**src/rtl/io_interface.sv**
```systemverilog
// Character I/O port: INPR/FGI input side, OUTR/FGO output side, optional IEN/INT_REQ (IO_INTERRUPT_EN).
// Latency: one CLK edge from accepted capture/OUT_EXEC to visible flag change; INT_REQ is one edge behind its terms.
// Backpressure: IN_READY drops while FGI holds a character; OUTR is held until the device takes it with OUT_READY.
module io_interface #(
  parameter int U = 8
) (
  input  logic         CLK,
  input  logic         CLR_N,
  input  logic [U-1:0] IN_DATA,
  input  logic         IN_VALID,
  output logic         IN_READY,
  output logic [U-1:0] INPR_DATA,
  output logic         FGI,
  input  logic         INP_EXEC,
  input  logic         OUT_EXEC,
  input  logic [U-1:0] AC_LOW,
  output logic [U-1:0] OUTR_DATA,
  output logic         OUT_VALID,
  input  logic         OUT_READY,
  output logic         FGO,
  input  logic         ION,
  input  logic         IOF,
  input  logic         INT_ACK,
  output logic         IEN,
  output logic         INT_REQ,
  output logic         ERR
);

  logic [U-1:0] inpr_q;
  logic         fgi_q;
  logic [U-1:0] outr_q;
  logic         out_vld_q;
  logic         err_q;

  logic in_take;
  logic inp_ok;
  logic inp_bad;
  logic out_ok;
  logic out_bad;
  logic out_taken;

  always_comb begin
    in_take   = IN_VALID & ~fgi_q;
    inp_ok    = INP_EXEC & fgi_q;
    inp_bad   = INP_EXEC & ~fgi_q;
    out_ok    = OUT_EXEC & ~out_vld_q;
    out_bad   = OUT_EXEC & out_vld_q;
    out_taken = out_vld_q & OUT_READY;
  end

  // Capture and INP consumption are mutually exclusive because capture needs FGI=0.
  always_ff @(posedge CLK or negedge CLR_N) begin
    if (!CLR_N) begin
      inpr_q <= '0;
      fgi_q  <= 1'b0;
    end else if (in_take) begin
      inpr_q <= IN_DATA;
      fgi_q  <= 1'b1;
    end else if (inp_ok) begin
      fgi_q  <= 1'b0;
    end
  end

  // OUTR keeps the last character after the device takes it; only the flag drops.
  always_ff @(posedge CLK or negedge CLR_N) begin
    if (!CLR_N) begin
      outr_q    <= '0;
      out_vld_q <= 1'b0;
    end else if (out_ok) begin
      outr_q    <= AC_LOW;
      out_vld_q <= 1'b1;
    end else if (out_taken) begin
      out_vld_q <= 1'b0;
    end
  end

  always_ff @(posedge CLK or negedge CLR_N) begin
    if (!CLR_N) begin
      err_q <= 1'b0;
    end else if (inp_bad | out_bad) begin
      err_q <= 1'b1;
    end
  end

`ifdef IO_INTERRUPT_EN
  logic ien_q;
  logic int_req_q;

  always_ff @(posedge CLK or negedge CLR_N) begin
    if (!CLR_N) begin
      ien_q     <= 1'b0;
      int_req_q <= 1'b0;
    end else begin
      if (INT_ACK)   ien_q <= 1'b0;
      else if (IOF)  ien_q <= 1'b0;
      else if (ION)  ien_q <= 1'b1;
      int_req_q <= ien_q & (fgi_q | ~out_vld_q) & ~INT_ACK;
    end
  end

  assign IEN     = ien_q;
  assign INT_REQ = int_req_q;
`else
  logic unused_int_inputs;
  assign unused_int_inputs = ION ^ IOF ^ INT_ACK;
  assign IEN     = 1'b0;
  assign INT_REQ = 1'b0;
`endif

  assign IN_READY  = ~fgi_q;
  assign INPR_DATA = inpr_q;
  assign FGI       = fgi_q;
  assign OUTR_DATA = outr_q;
  assign OUT_VALID = out_vld_q;
  assign FGO       = ~out_vld_q;
  assign ERR       = err_q;

endmodule

```
**config.mk**
```make
export PLATFORM = sky130hd
export DESIGN_NAME = io_interface
export DESIGN_NICKNAME = d
export VERILOG_FILES = /design/src/rtl/io_interface.sv
export SDC_FILE = /design/constraint.sdc
export NUM_CORES = 1
export LEC_CHECK = 0
export CORE_MARGIN = 2
export CORE_UTILIZATION = 39
export DETAILED_ROUTE_END_ITERATION = 8
export GPL_ROUTABILITY_DRIVEN = 0
export PLACE_DENSITY = 0.84
export SYNTH_ARGS = -nofsm -noshare
export SYNTH_HDL_FRONTEND = slang
export SYNTH_SLANG_ARGS = --single-unit
```
**constraint.sdc**
```tcl
create_clock -name CLK -period 2.5 [get_ports CLK]
set_clock_uncertainty 0.1 [all_clocks]
set_input_delay 0.75 -clock CLK [delete_from_list [all_inputs] [get_ports CLK]]
set_output_delay 0.75 -clock CLK [all_outputs]
set_load 0.005 [all_outputs]
```
Word-level counts from Yosys, hierarchy flattened
Index checks and enable logic that the tools add are counted.
{"block": "op_classes", "mux": 4, "bitwise_logic": 9, "reduce_logical": 2}
{"operator": "bitwise AND 1 bit", "n": 6}
{"operator": "two-way mux 1 bit", "n": 4}
{"operator": "nonzero test 2 bit", "n": 2}
{"operator": "inverter 1 bit", "n": 2}
{"operator": "OR 1 bit", "n": 1}
{"block": "word_totals", "ff_bits": 19, "inputBits": 25, "out_inout_bits": 23, "wordCells": 20}

Logic depth before layout (Yosys ltp)
{"block": "logic_depth", "depth_word": 3, "mapped_depth": 3, "mapped_depth_nobuf": 2}

Worst setup path before layout
No wires, ideal clock.
{"block": "synth_path", "kind": "input to register", "from": "in IN_VALID", "to": "reg inpr_q[0], in the netlist INPR_DATA[0]", "setup_time_ps": 125, "t_arrival_ps": 1341, "required_time_ps": 2275, "path_slack_ps": 933, "path_stages": 3, "n_path_buf": 1, "path_cell_list": "nor2b_1 > buf_6 > mux2_4"}
{"block": "synth_via", "elab_chain_len": 1}
{"element": "from (decl)", "line_no": "10", "rtl": "input logic IN_VALID,"}
{"element": "bitwise AND 1 bit", "line_no": "43", "rtl": "in_take = IN_VALID & ~fgi_q;"}
{"element": "to (signal assigned)", "line_no": "54", "rtl": "inpr_q <= '0;"}
{"element": "to (signal assigned)", "line_no": "57", "rtl": "inpr_q <= IN_DATA;"}
{"element": "to (decl)", "line_no": "29", "rtl": "logic [U-1:0] inpr_q;"}
Every way passes these cells.
A chain may end at the register's enable or synchronous reset.

Worst setup path after layout
{"block": "layout_path", "from": "reg fgi_q, in the netlist FGI", "to": "out IN_READY"}
{"block": "layout_via", "elab_chain_len": 1}
{"element": "from (decl)", "line_no": "30", "rtl": "logic fgi_q;"}
{"element": "from (signal assigned)", "line_no": "55", "rtl": "fgi_q <= 1'b0;"}
{"element": "from (signal assigned)", "line_no": "58", "rtl": "fgi_q <= 1'b1;"}
{"element": "from (signal assigned)", "line_no": "60", "rtl": "fgi_q <= 1'b0;"}
{"element": "inverter 1 bit", "line_no": "110", "rtl": "assign IN_READY = ~fgi_q;"}
{"element": "to (decl)", "line_no": "11", "rtl": "output logic IN_READY,"}
Every way passes these cells.

==> impl_metrics.tcl <==
set metrics [dict create \
    critPathArrivalTime_ns 1.30 \
    grt_antenna_before_repair 0 \
    hold_path_depth 1 \
    final.min_clock_period_ns 2.152 \
    worstSkewPairLatency_ns 0.28 \
    drcViolationCount 0 \
    design.core.area_mm2 0.001962 \
    grt_usage_pct 14.46 \
    via_count_of_the_first_global_routing_pass 553 \
    clockRootBuffer "clkbuf_4" \
    ff2ff_path_depth 3 \
    slew_violations 0 \
    timing.setup.critical_path_class "register to output port" \
    fin_setup_tns_ns 0 \
    htreeDepth 1 \
    rows 16 \
    cts_tree "done" \
    regArea_um2 475.5 \
    max_freq_mhz 464.7 \
    finalCoreUtilization_pct 64.99 \
    critPathRequiredTime_ns 1.65 \
    postLayoutSetupSlackWorst_ns 0.3481 \
    drtPass1Iterations 3 \
    syn-mean-instance-area_um2 17.14 \
    pre_cts_slack_ns 0.3893 \
    cts.reportedPaths.clkPinSlew_ns 0.10 \
    crit_path_end_kind "output port" \
    cts_num_sinks 19 \
    setup_viol 0 \
    final-hold-violation-count 0 \
    timing.final.crit_share_pct 86.08 \
    status "completed" \
    rr_endpoint "OUTR_DATA[4]" \
    hold_path_startpoint "ERR" \
    power.total_mw 0.8652 \
    synth_sequential_area_ratio_pct 59.01 \
    die_height_um 49.46 \
    placement.io_buffers 42 \
    antenna_cells_inserted 0 \
    final_nets 119 \
    regToRegStartpoint "OUT_VALID" \
    synth.ff_latch_count 19 \
    holdCritPathClass "register to register" \
    hpwl_um 1152 \
    min_to "ERR" \
    synthCells 47 \
    grt_setup_unrepaired "false" \
    vias 534 \
    ctsLongestPathBuffers 2 \
    wire_per_inst_um 12.65 \
    cts_made_buffers 3 \
    vdd.ir_drop.worst_uv 340.6 \
    cts_setup_buffers 0 \
    grt.overflow.total 0 \
    maxCapViolCount 0 \
    grt_max_degree 20 \
    startpoint_type "register" \
    final_antenna_net_count 0 \
    post_syn_area_um2 805.8 \
    synth.yosys.warnings 0 \
    start_util_pct 41.07 \
    crit_path_max_fanout 3 \
    drive_gt1_share_pct 25.81 \
    fill_cells 160 \
    power_density_mw_per_mm2 678.6 \
    cts-resized-gates 0 \
    hold_slack_ns 0.3873 \
    first_pass_grt_wire_length_um 2670 \
    dieArea_mm2 0.002446 \
    areaGrowthSynthToFinish_pct 58.23 \
    io_pins 48 \
    regToRegSetupSlack_ns 1.23 \
    p_leak_nw 0.5645 \
    multi_input_comb_area_um2 289.0 \
    avgViaCountPerCell 4.450 \
    routed_wirelength_um 1518 \
    cell_variety_after_synth 10 \
    die_x_um 49.46 \
    drt_iter0_markers 4 \
    number_of_hold_buffers_added_after_cts 0 \
]
-- where the power goes --
part           internal, mW  switching [mW]  total, mW
clock network        0.0620          0.0858      0.148
registers             0.370          0.0362      0.406
logic                 0.233          0.0782      0.311
total                 0.665           0.200      0.865
-- through the flow --
| stage | instance area [um^2] | std cells |
|---|---|---|
| after CTS | 1275 | 120 |
| after floorplan | 809.5 | 48 |
| after detailed placement | 1249 | 116 |
| final | 1275 | 120 |
| after global placement | 1249 | 116 |
| after global routing | 1275 | 120 |
-- cell usage after synthesis --
library cell | number | area (um^2)
conb_1 | 1 | 3.750
mux2_4 | 16 | 240.2
buf_6 | 2 | 22.52
nor2b_1 | 1 | 6.260
nor2b_2 | 1 | 8.760
dfrtp_1 | 19 | 475.5
a221o_2 | 1 | 11.26
buf_4 | 2 | 15.01
inv_1 | 2 | 7.510
o21bai_1 | 2 | 15.01
-- sequential cells by signal, indices dropped and copies added (netlist names) --
signal,cells
INPR_DATA,8
OUTR_DATA,8
ERR,1
FGI,1
OUT_VALID,1
-- layout make-up --
cell class	instances	share of cell area, %
Sequential cell	19	37.29
Multi-Input combinational cell	23	22.67
Clock buffer	4	2.061
Inverter	2	0.5888
Tap cell	27	2.650
Timing Repair Buffer	45	34.74
-- logic make-up after synthesis --
| logic type | synth area share (%) |
|---|---|
| other | 0.4654 |
| AND/OR/NAND/NOR | 1.864 |
| multiplexers | 29.81 |
| buffers and inverters | 5.590 |
| AO/OA/AOI/OAI | 3.260 |
| flip-flops | 59.01 |
-- per-layer routing --
metal  vias to the layer above  GRT usage [%]  wire length [um]
met5                         -              0                 0
met4                         0          5.556                 0
met3                         0          4.848               153
met2                        28          22.52               712
met1                       260          18.69               653
li1                        246              -                 -
-- worst max-delay path by stage --
stage | depth (start not counted) | end | from | slack (ns)
finish | 2 | IN_READY | FGI | 0.35
global route | 2 | IN_READY | FGI | 0.27
CTS | 2 | IN_READY | FGI | 0.33
detailed placement | 4 | OUTR_DATA[5] | OUT_EXEC | 0.39
global placement | 4 | OUTR_DATA[3] | OUT_EXEC | 0.41
floorplan | 3 | INPR_DATA[0] | IN_VALID | 0.93
-- placed cells by master (no fill, tap or decap) --
| cell type | netlist | routed |
|---|---|---|
| inv_1 | 2 | 2 |
| dfrtp_1 | 19 | 19 |
| nor2b_1 | 1 | 1 |
| buf_4 | 2 | 3 |
| mux2_4 | 16 | 16 |
| a221o_2 | 1 | 1 |
| clkdlybuf4s50_1 | 0 | 42 |
| o21bai_1 | 2 | 2 |
| clkbuf_4 | 0 | 3 |
| nor2b_2 | 1 | 1 |
| conb_1 | 1 | 2 |
| clkbuf_1 | 0 | 1 |
-- worst max-delay path, cell delays in order, from the launching register on --
cell	delay (ns)
dfrtp_1	0.41
inv_1	0.10
clkdlybuf4s50_1	0.51
Note: power is estimated with default switching activity, not from simulation.
